[src/rtl/exmem_stage.sv]
// -----------------------------------------------------------------------------
// exmem_stage
//
// EX/MEM pipeline register with a small data-memory handshake controller.
//
// While IDLE, every instruction-side hit (ihit) either captures the EX-stage
// results into the output registers or, with flush high, loads a bubble
// (all zeros). A captured load or store moves the stage into MEMWAIT. In that
// state the stage issues dmemREN/dmemWEN and holds mem_busy high to stall
// upstream until dhit completes the access. A captured halt sets a sticky
// HALTED flag that freezes the stage until nRST.
//
// Ports
//   CLK         in   1   clock, rising edge active
//   nRST        in   1   asynchronous active-low reset
//   ihit        in   1   instruction-side hit, qualifies a pipeline advance
//   dhit        in   1   data-side hit, completes the outstanding access
//   flush       in   1   replace the incoming instruction with a bubble
//   aluout_in   in  32   EX result, also the data-memory address
//   rdat2_in    in  32   store data
//   npc_in      in  32   next PC
//   WBctrl_in   in   4   write-back controls (passed through)
//   MEMctrl_in  in   5   [0] read, [1] write, [4:2] passed through
//   wsel_in     in   5   destination register select
//   halt_in     in   1   halt instruction marker
//   *_out       out      registered copies of the matching *_in
//   dmemREN     out  1   data read request (MEMWAIT only)
//   dmemWEN     out  1   data write request (MEMWAIT only)
//   dmemaddr    out 32   = aluout_out
//   dmemstore   out 32   = rdat2_out
//   mem_busy    out  1   upstream stall: access outstanding and not yet hit
// -----------------------------------------------------------------------------
module exmem_stage (
  input  logic        CLK,
  input  logic        nRST,
  input  logic        ihit,
  input  logic        dhit,
  input  logic        flush,
  input  logic [31:0] aluout_in,
  input  logic [31:0] rdat2_in,
  input  logic [31:0] npc_in,
  input  logic [3:0]  WBctrl_in,
  input  logic [4:0]  MEMctrl_in,
  input  logic [4:0]  wsel_in,
  input  logic        halt_in,
  output logic [31:0] aluout_out,
  output logic [31:0] rdat2_out,
  output logic [31:0] npc_out,
  output logic [3:0]  WBctrl_out,
  output logic [4:0]  MEMctrl_out,
  output logic [4:0]  wsel_out,
  output logic        halt_out,
  output logic        dmemREN,
  output logic        dmemWEN,
  output logic [31:0] dmemaddr,
  output logic [31:0] dmemstore,
  output logic        mem_busy
);

  typedef enum logic {
    IDLE    = 1'b0,
    MEMWAIT = 1'b1
  } state_t;

  // All registered pipeline fields; a bubble is simply '0.
  typedef struct packed {
    logic [31:0] aluout;
    logic [31:0] rdat2;
    logic [31:0] npc;
    logic [3:0]  wb_ctrl;
    logic [4:0]  mem_ctrl;
    logic [4:0]  wsel;
  } exmem_t;

  state_t state_q;
  state_t next_state;
  exmem_t pipe_q;
  exmem_t pipe_d;
  logic   halted_q;
  logic   capture;
  logic   set_halt;
  logic   mem_req_in;

  assign mem_req_in = MEMctrl_in[0] | MEMctrl_in[1];

  // Incoming field set. A request with both read and write set is a write, so
  // the read bit is cleared here; dmemREN can then follow MEMctrl_out[0]
  // directly.
  always_comb begin
    // NOTE: every signal written in an always_comb gets a default first, so no
    // path through the block leaves it unassigned and no latch is inferred.
    pipe_d = '0;
    if (!flush) begin
      pipe_d.aluout   = aluout_in;
      pipe_d.rdat2    = rdat2_in;
      pipe_d.npc      = npc_in;
      pipe_d.wb_ctrl  = WBctrl_in;
      pipe_d.mem_ctrl = {MEMctrl_in[4:2], MEMctrl_in[1], MEMctrl_in[0] & ~MEMctrl_in[1]};
      pipe_d.wsel     = wsel_in;
    end
  end

  // Next-state and capture control.
  always_comb begin
    next_state = state_q;
    capture    = 1'b0;
    set_halt   = 1'b0;
    unique case (state_q)
      IDLE: begin
        // dhit here is a spurious hit and is deliberately ignored.
        if (ihit && !halted_q) begin
          capture = 1'b1;
          if (!flush) begin
            // A halt freezes the stage, so it never opens a memory access;
            // entering MEMWAIT while frozen would stall upstream forever.
            if (halt_in) begin
              set_halt = 1'b1;
            end else if (mem_req_in) begin
              next_state = MEMWAIT;
            end
          end
        end
      end
      MEMWAIT: begin
        // ihit and flush are ignored until the access completes.
        if (dhit) begin
          next_state = IDLE;
        end
      end
      default: next_state = IDLE;
    endcase
  end

  // NOTE: sequential state uses non-blocking assignments so every register
  // samples the pre-edge values, independent of statement order.
  // NOTE: the reset is asynchronous, so the memory strobes (decoded from
  // state_q) drop in the same cycle nRST falls, not at the next edge.
  always_ff @(posedge CLK or negedge nRST) begin
    if (!nRST) begin
      state_q  <= IDLE;
      pipe_q   <= '0;
      halted_q <= 1'b0;
    end else begin
      state_q <= next_state;
      if (capture) begin
        pipe_q <= pipe_d;
      end
      if (set_halt) begin
        halted_q <= 1'b1;
      end
    end
  end

  assign aluout_out  = pipe_q.aluout;
  assign rdat2_out   = pipe_q.rdat2;
  assign npc_out     = pipe_q.npc;
  assign WBctrl_out  = pipe_q.wb_ctrl;
  assign MEMctrl_out = pipe_q.mem_ctrl;
  assign wsel_out    = pipe_q.wsel;
  // HALTED is set exactly when halt_out would capture a 1, and both clear only
  // on reset, so the sticky flag doubles as the registered halt output.
  assign halt_out    = halted_q;

  assign dmemREN   = (state_q == MEMWAIT) && pipe_q.mem_ctrl[0];
  assign dmemWEN   = (state_q == MEMWAIT) && pipe_q.mem_ctrl[1];
  assign dmemaddr  = pipe_q.aluout;
  assign dmemstore = pipe_q.rdat2;
  assign mem_busy  = (state_q == MEMWAIT) && !dhit;

  // Structural invariants of the controller.
  a_no_dual_strobe : assert property (@(posedge CLK) disable iff (!nRST)
    !(dmemREN && dmemWEN));
  a_halted_idle : assert property (@(posedge CLK) disable iff (!nRST)
    halted_q |-> (state_q == IDLE));

endmodule

[config.mk]
export PLATFORM = sky130hd
export DESIGN_NAME = exmem_stage
export DESIGN_NICKNAME = d
export VERILOG_FILES = /design/src/rtl/exmem_stage.sv
export SDC_FILE = /design/constraint.sdc
export NUM_CORES = 1
export LEC_CHECK = 0
export ABC_AREA = 1
export BUFFER_PORTS_ARGS = -buffer_cell sky130_fd_sc_hd__buf_2
export CORE_AREA = 2 2 115 117
export CTS_CLUSTER_SIZE = 16
export DETAILED_ROUTE_END_ITERATION = 12
export DIE_AREA = 0 0 117 119
export HOLD_SLACK_MARGIN = 0.15
export PLACE_DENSITY_LB_ADDON = 0.15
export SYNTH_ARGS = -nofsm -noshare
export SYNTH_HDL_FRONTEND = slang
export SYNTH_SLANG_ARGS = --single-unit
export TNS_END_PERCENT = 1
[constraint.sdc]
create_clock -name CLK -period 1.6 [get_ports CLK]
set_input_delay 0.16 -clock CLK [delete_from_list [all_inputs] [get_ports CLK]]
set_output_delay 0.16 -clock CLK [all_outputs]
set_load 0.02 [all_outputs]
==> results of run 1 <==
==> state kept, by name (all words and copies together) (netlist names) <==
| register | count |
|---|---|
| npc_out | 32 |
| dmemstore | 32 |
| WBctrl_out | 4 |
| wsel_out | 5 |
| aluout_out | 32 |
| state_q | 1 |
| MEMctrl_out | 5 |
| halt_out | 1 |
==> layout make-up <==
cell class / instances / area, um2 / share of cell area [%]
Timing Repair Buffer: 419 / 2770 / 36.0
Tap cell: 176 / 220 / 2.86
Clock inverter: 2 / 12.5 / 0.163
Clock buffer: 14 / 274 / 3.56
Inverter: 8 / 31.3 / 0.406
Sequential cell: 112 / 2800 / 36.4
Multi-Input combinational cell: 346 / 1590 / 20.6
==> power groups by stage <==
stage | clock (uW) | combinational (uW) | sequential, uW
global route | 2370 | 575 | 2830
floorplan | 0 | 79.4 | 2890
CTS | 2260 | 532 | 2830
global placement | 0 | 313 | 2880
finish | 2200 | 534 | 2830
detailed placement | 0 | 314 | 2880
==> layer usage <==
layer	share of wire (%)	track usage [%]
met5	0	0
met4	2.8	9.56
met3	6.9	4.73
met2	49	37.1
met1	42	27.5
==> final timing paths <==
check                                       to  cells past startpoint
worst max-delay path                   state_q                      6
worst max register to register         state_q                      6
worst min-delay path            MEMctrl_out[0]                      5
min in group asynchronous        aluout_out[4]                      3
max in group asynchronous        dmemstore[28]                      3
worst min register to register     npc_out[17]                      2
==> critical path: stages (launching register included) <==
cell and delay, ns:
dfrtp_1 0.42, inv_1 0.08, nand2_1 0.05, nor2_1 0.13, nand2_1 0.07, nand2_1 0.05, dlygate4sd3_1 0.53
==> Yosys cell counts <==
cell,count
inv_1,8
nor2_2,1
o21ai_0,1
dfrtp_1,112
nand2_1,230
nor2_1,5
clkbuf_1,19
buf_1,1
buf_2,14
buf_4,67
buf_6,11
nand4_1,109
==> per-stage QoR <==
stage / setup WS (ns) / hold slack, ns / util [%]
finish: 0.200 / 0.176 / 59.8
global route: 0.0619 / 0.233 / 59.8
CTS: 0.180 / 0.164 / 59.8
detailed placement: 0.272 / 0.300 / 48.6
global placement: 0.306 / 0.294 / 48.6
floorplan: 0.430 / -0.136 / -
==> what timing repair did <==
action,CTS,global route
endpoints found under the setup margin,0,0
hold endpoints to repair,224,0
hold buffers,115,0
==> kinds of logic after synthesis <==
| logic type | synth area share [%] |
|---|---|
| buffers and inverters | 15.5 |
| AND/OR/NAND/NOR | 30.3 |
| AO/OA/AOI/OAI | 0.0965 |
| flip-flops | 54.1 |
==> results.toml, run 1 <==
[floorplanning]
die_height_um = 119
floorplan.die_area_um2 = 13900
initial_core_util_pct = 40.2
design.portCount = 294
die_w_um = 117
rows = 42
placeableCoreArea_um2 = 12900

[sta]
max_slew.worst_pin.slew_ns = 0.634
finalHoldViolCount = 0
rsz0062_at_grt = "false"
setup-tns-final_ns = 0
fin_skew_ns = 0.00933
drv_slew = 0
min_period_over_period_pct = 87.5
setup_viol_count_final = 0
layout_min_cycle_time_ns = 1.40
slew-limit-headroom_pct = 57.7
max_freq_mhz = 714

[worst_setup_path]
worst_r2r_startpoint = "halt_out"
worst_setup_path_start_kind = "flip-flop"
reg2reg_slack_ns = 0.20
end_kind = "flip-flop"
timing.critical_path.from = "halt_out"
worst-endpoint-required_ns = 1.90
critical_path_peak_fanout = 3
worst-setup-path-type = "reg -> reg"
critical_path_arrival_ns = 1.70

[logic_synthesis]
average_size_of_a_mapped_cell_um2 = 8.96
top_cells_by_area_in_the_synthesized_netlist = "dfrtp_1 (54%), nand2_1 (17%), nand4_1 (13%), buf_4 (9.7%), buf_6 (2.4%)"
syn_nets = 694
post-synth-top-area-fraction_pct = 54.1
synth_top_area_cell = "dfrtp_1"
syn_area_um2 = 5180
synthDistinctLibCells = 12
ys_ff_latch = 112
synth-warning-count = 0
post_synth_inst_count = 578
synth.yosys.seq_area_share_pct = 54.1

[power_and_ir_drop]
p_leak_uw = 0.00470
share_seq_of_total_power_pct = 50.9
switching_share_pct = 22.4
internal_power_uw = 4310
clockPowerShare_pct = 39.5
pwr-share-comb_pct = 9.6
peakVddDrop_v = 0.000430
total_power_uw = 5560
power-per-cell-area_nw_per_um2 = 722
power_switching_uw = 1240

[clocking]
post_cts_buffers = 0
cts.root.buffer_cell = "clkbuf_16"
path_clk_slew_ns = 0.07
cts_made_buffers = 9
cts_max_level = 3
clkLatencyLatePin_ns = 0.35
clkSinkCount = 112
cts_buffer_depth = 2
clock_tree_from_tritoncts = "done"
cts.repair.resized = 0

[final_layout]
final_net_count = 1012
mostFrequentLayoutCells = "buf_2 (291), nand2_1 (229), dlygate4sd3_1 (115)"
fillerInstances = 1097
post_route_cells_drive_above_1_share_pct = 35.6
postLayoutCellArea_um2 = 7700
layout.cells.most_common = "buf_2"
synthToLayoutAreaGrowth_pct = 48.6
fin_cells = 1077
num_antenna_cells = 0

[route]
via_per_inst = 4.86
detail_route.drc_violations = 0
firstDrtPassIters = 5
routedWlPerCell_um = 14.7
postRouteWirelength_mm = 15.9
route.antenna.remaining_nets = 0
drt_first_iter_violations = 366
num_vias = 5239

[global_routing]
global_route.usage.total_pct = 22.2
grt_pass1_wl_mm = 24.4
grt_start_max_net_pins = 113
antenna_found_initial = 0
grt_remaining_overflow = 0
grt_pass1_vias = 5018

[placement]
gp_congestion = 0.729
placed_area_um2 = 6260
dp.cells = 946
place.detailed.hpwl_mm = 9.75
portBuffers = 293

[run]
drv.max_cap_violation_count = 0

[worst_hold_path]
worst_hold_startpoint = "ihit"
hp-class = "in -> reg"

[run_status]
status = "finished, final reports clean"
No activity file was read; power rests on OpenSTA's default activity.
==> run 2, diff against run 1 <==
Settings changed: REMOVE_ABC_BUFFERS set to 1.
==> run 2 against run 1 <==
Net effect:
- maximum frequency down 4.9%
- core utilization up 0.51 points
- register-to-register slack worse by 0.07 ns
- power up 4.1%
- critical path type unchanged
==> results.toml, run 2 (synthesized netlist as in run 1, its figures left out) <==
[clocking]
cts.root.buffer_cell = "clkbuf_16"
clkLatencyLatePin_ns = 0.34
clock_tree_from_tritoncts = "done"
cts_buffer_depth = 2
post_cts_buffers = 0
clkSinkCount = 112
cts_made_buffers = 9
path_clk_slew_ns = 0.07
cts_max_level = 3

[placement]
placed_area_um2 = 6270
place.detailed.hpwl_mm = 9.52
portBuffers = 293
dp.cells = 944
gp_congestion = 0.761

[sta]
min_period_over_period_pct = 92.0
drv_slew = 0
max_slew.worst_pin.slew_ns = 0.624
slew-limit-headroom_pct = 58.4
layout_min_cycle_time_ns = 1.47
finalHoldViolCount = 0
fin_skew_ns = 0.00479
rsz0062_at_grt = "false"
setup_viol_count_final = 0
max_freq_mhz = 679

[floorplanning]
rows = 42
design.portCount = 294
floorplan.die_area_um2 = 13900
placeableCoreArea_um2 = 12900
initial_core_util_pct = 40.2
die_height_um = 119
die_w_um = 117

[final_layout]
num_antenna_cells = 0
mostFrequentLayoutCells = "buf_2 (291), nand2_1 (229), dlygate4sd3_1 (117)"
post_route_cells_drive_above_1_share_pct = 35.6
postLayoutCellArea_um2 = 7760
synthToLayoutAreaGrowth_pct = 49.8
final_net_count = 1012
layout.cells.most_common = "buf_2"
fin_cells = 1077

[worst_setup_path]
crit_chain = "inv_1, nand2_1, nor2_1, nand2_1, nand2_1, dlygate4sd3_1"
critical-path-slowest-cell = "dlygate4sd3_1"
slowest_delay_ns = 0.55
worst-endpoint-required_ns = 1.88
worst_setup_path_start_kind = "flip-flop"
end_kind = "flip-flop"
worst_path_most_repeated_cell = "nand2_1"
critical_path_peak_fanout = 3
timing.critical_path.max_delay_family = "buffers and inverters"
worst-setup-path-type = "reg -> reg"
critical_path_arrival_ns = 1.76
crit_buf_inv = 2

[run]
drv.max_cap_violation_count = 0

[power_and_ir_drop]
peakVddDrop_v = 0.000397
power-per-cell-area_nw_per_um2 = 746
p_leak_uw = 0.00473
total_power_uw = 5790

[route]
num_vias = 5163
firstDrtPassIters = 5
detail_route.drc_violations = 0
postRouteWirelength_mm = 15.9
routedWlPerCell_um = 14.7
route.antenna.remaining_nets = 0
drt_first_iter_violations = 301
via_per_inst = 4.79

[run_status]
status = "finished, final reports clean"

[global_routing]
antenna_found_initial = 0
grt_pass1_vias = 4836
grt_start_max_net_pins = 113
grt_pass1_wl_mm = 24.5
global_route.usage.total_pct = 22.3
grt_remaining_overflow = 0

[worst_hold_path]
hp-class = "in -> reg"
==> run 2: worst paths after layout <==
path                                    start             to  slack, ns  depth (start not counted)
worst min register to register  WBctrl_out[2]  WBctrl_out[2]       0.47                          2
worst max-delay path                 halt_out        state_q       0.13                          6
worst max register to register       halt_out        state_q       0.13                          6
min in group asynchronous                nRST    npc_out[29]       0.39                          3
max in group asynchronous                nRST  aluout_out[2]       0.70                          3
worst min-delay path                     ihit    npc_out[21]       0.17                          3
==> run 2: final cells by class <==
cell class / instances / area (um2)
fill: 1095 / 5110
timing repair buffer: 419 / 2800
clock inverter: 6 / 82.6
multi-input combinational: 346 / 1590
inverter: 8 / 31.3
clock buffer: 10 / 239
tap: 176 / 220
sequential: 112 / 2800
==> run 2: what timing repair did <==
item	in CTS	in global routing
gates resized for setup	0	0
endpoints found under the hold margin	224	0
hold buffers	117	0
==> run 2: through the flow <==
step / util [%] / setup TNS, ns / hold slack, ns / setup WS, ns
2_1_floorplan: - / -410.51 / -0.136 / -3.86
5_1_grt: 60.3 / 0 / 0.162 / 0.0456
3_5_place_dp: 48.7 / 0 / 0.294 / 0.214
3_3_place_gp: 48.7 / 0 / 0.295 / 0.266
4_1_cts: 60.3 / 0 / 0.151 / 0.163
6_report: 60.3 / 0 / 0.168 / 0.127
==> run 2: worst register-to-register path: stages (launching register included) <==
cell	delay, ns
dfrtp_1	0.43
inv_1	0.09
nand2_1	0.06
nor2_1	0.16
nand2_1	0.07
nand2_1	0.06
dlygate4sd3_1	0.55
==> run 2: layer usage <==
layer,part of all wire (%),track usage (%),up-vias
met5,0,0,-
met4,2.3,8.60,0
met3,6.4,4.73,24
met2,50,37.0,215
met1,41,28.4,2440
li1,-,-,2484
==> run 2: report_power, final <==
part / leakage, uW / internal [uW] / total [uW] / switching, uW
Combinational: 0.00301 / 308 / 547 / 239
Sequential: 0.00156 / 2830 / 2830 / 0.000000000000106
Clock: 0.000158 / 1410 / 2410 / 1000
==> run 3, diff against run 2 <==
Settings changed: ABC_CLOCK_PERIOD_IN_PS set to 1640.
Clock period 1.6 ns to 1.64 ns, I/O delays scaled along.
==> run 3 against run 2 <==
Net effect:
- final cell count hardly changed
- sequential power is 2% lower
- worst setup slack better by 0.081 ns
- flip-flop and latch count stayed put
- non-clock buffer count is 1 lower
- hold slack better by 0.12 ns
- largest cell class unchanged
- maximum frequency is 2.9% higher
- clock power is 11% higher
- power is 3.0% higher
- clock skew hardly changed
==> results.toml, run 3 (synthesized netlist as in run 1, its figures left out) <==
[run_status]
status = "finished, final reports clean"

[sta]
min_period_over_period_pct = 87.3
max_freq_mhz = 699
layout_min_cycle_time_ns = 1.43
slew-limit-headroom_pct = 56.0
fin_hold_ws_ns = 0.289
fin_skew_ns = 0.00446
max_slew.worst_pin.slew_ns = 0.660
setup_viol_count_final = 0
drv_slew = 0
finalHoldViolCount = 0
setup-tns-final_ns = 0
rsz0062_at_grt = "false"

[worst_hold_path]
hp-class = "in -> async"

[worst_setup_path]
worst_setup_path_start_kind = "flip-flop"
critical_path_peak_fanout = 109
critical-path-slowest-cell = "dfrtp_1"
worst_r2r_startpoint = "state_q"
reg2reg_slack_ns = 0.21
worst-endpoint-required_ns = 1.92
r2r.worst_path.cells = 4
critical_path_arrival_ns = 1.71
critical_path.reg2reg.endpoint = "aluout_out[28]"
slowest_delay_ns = 0.45
crit_chain = "nor2_4, buf_12, nand4_1, nand2_1"
end_kind = "flip-flop"
cp-endpoint = "aluout_out[28]"
worst-setup-path-type = "reg -> reg"
timing.critical_path.from = "state_q"

[global_routing]
grt_pass1_vias = 4957
grt_start_max_net_pins = 110
grt_remaining_overflow = 0
antenna_found_initial = 0
global_route.usage.total_pct = 22.3
grt_pass1_wl_mm = 24.5

[floorplanning]
design.portCount = 294
die_w_um = 117
rows = 42
initial_core_util_pct = 40.2
placeableCoreArea_um2 = 12900
die_height_um = 119
floorplan.die_area_um2 = 13900

[route]
via_per_inst = 4.81
postRouteWirelength_mm = 15.7
route.antenna.remaining_nets = 0
num_vias = 5176
routedWlPerCell_um = 14.6
drt_first_iter_violations = 264
detail_route.drc_violations = 0
firstDrtPassIters = 4

[final_layout]
num_antenna_cells = 0
post_route_cells_drive_above_1_share_pct = 35.8
fin_cells = 1076
final_net_count = 1011
layout.cells.most_common = "buf_2"
synthToLayoutAreaGrowth_pct = 50.5
mostFrequentLayoutCells = "buf_2 (291), nand2_1 (229), dlygate4sd3_1 (115)"
postLayoutCellArea_um2 = 7800

[clocking]
clkLatencyLatePin_ns = 0.35
cts_buffer_depth = 2
clock_tree_from_tritoncts = "done"
clkSinkCount = 112
cts.root.buffer_cell = "clkbuf_16"
path_clk_slew_ns = 0.07
cts.repair.resized = 0
cts_max_level = 3
cts_made_buffers = 9

[placement]
portBuffers = 293
place.detailed.hpwl_mm = 9.61
dp.cells = 945
gp_congestion = 0.771
placed_area_um2 = 6280

[power_and_ir_drop]
peakVddDrop_v = 0.000386
p_leak_uw = 0.00475
total_power_uw = 5960
power-per-cell-area_nw_per_um2 = 764

[run]
drv.max_cap_violation_count = 0
-- run 3: cell types whose count changed in the layout (fill, tap and decap cells not counted), sizes merged --
cell,before,now
bufinv,2,4
dlygate4sd3,117,115
buf,302,303
clkinv,4,3
clkinvlp,1,0
-- run 3: stage by stage --
stage	utilization (%)	setup slack, ns
after global placement	48.7	0.304
after detailed placement	48.7	0.234
after floorplan	-	-3.82
final	60.6	0.209
after CTS	60.6	0.210
after global routing	60.6	0.0986
-- run 3: power by group --
group	total, uW	switching (uW)	internal [uW]	leakage [uW]
clock	2670	981	1680	0.000182
sequential	2760	0.000000000000109	2760	0.00156
combinational	535	234	301	0.00301
-- run 3: worst min-delay path by stage --
stage / depth (start not counted) / to / slack, ns / from
5_1_grt: 2 / aluout_out[31] / 0.32 / nRST
2_1_floorplan: 0 / MEMctrl_out[0] / -0.13 / nRST
3_3_place_gp: 1 / npc_out[13] / 0.13 / nRST
4_1_cts: 2 / npc_out[13] / 0.30 / nRST
6_report: 2 / npc_out[13] / 0.29 / nRST
3_5_place_dp: 1 / npc_out[13] / 0.14 / nRST
-- run 3: metal layers --
layer | vias to the layer above | track usage (%) | share of wire (%) | wire length (um)
li1 | 2486 | - | - | -
met2 | 228 | 36.4 | 49 | 7620
met5 | - | 0 | 0 | 0
met1 | 2434 | 28.4 | 41 | 6500
met4 | 0 | 9.12 | 2.5 | 397
met3 | 28 | 5.14 | 7.6 | 1190
-- run 3: cell type report --
type | count | area (um2)
well taps | 176 | 220
clock inverters | 6 | 130
inverters | 8 | 31.3
repair buffers | 418 | 2790
fillers | 1084 | 5080
multi-input cells | 346 | 1590
clock buffers | 10 | 239
flip-flops and latches | 112 | 2800
-- run 3: worst max-delay path: cells and delay by family, from the launching register on --
family	cells	cell delay, ns
DFF	1	0.45
and+or+nand+nor	3	0.48
buffers and inverters	1	0.40
-- run 3: what timing repair did --
action	in CTS	in global routing
hold buffers	115	0
endpoints found under the hold margin	205	0
setup buffers	0	0
endpoints found under the setup margin	0	0
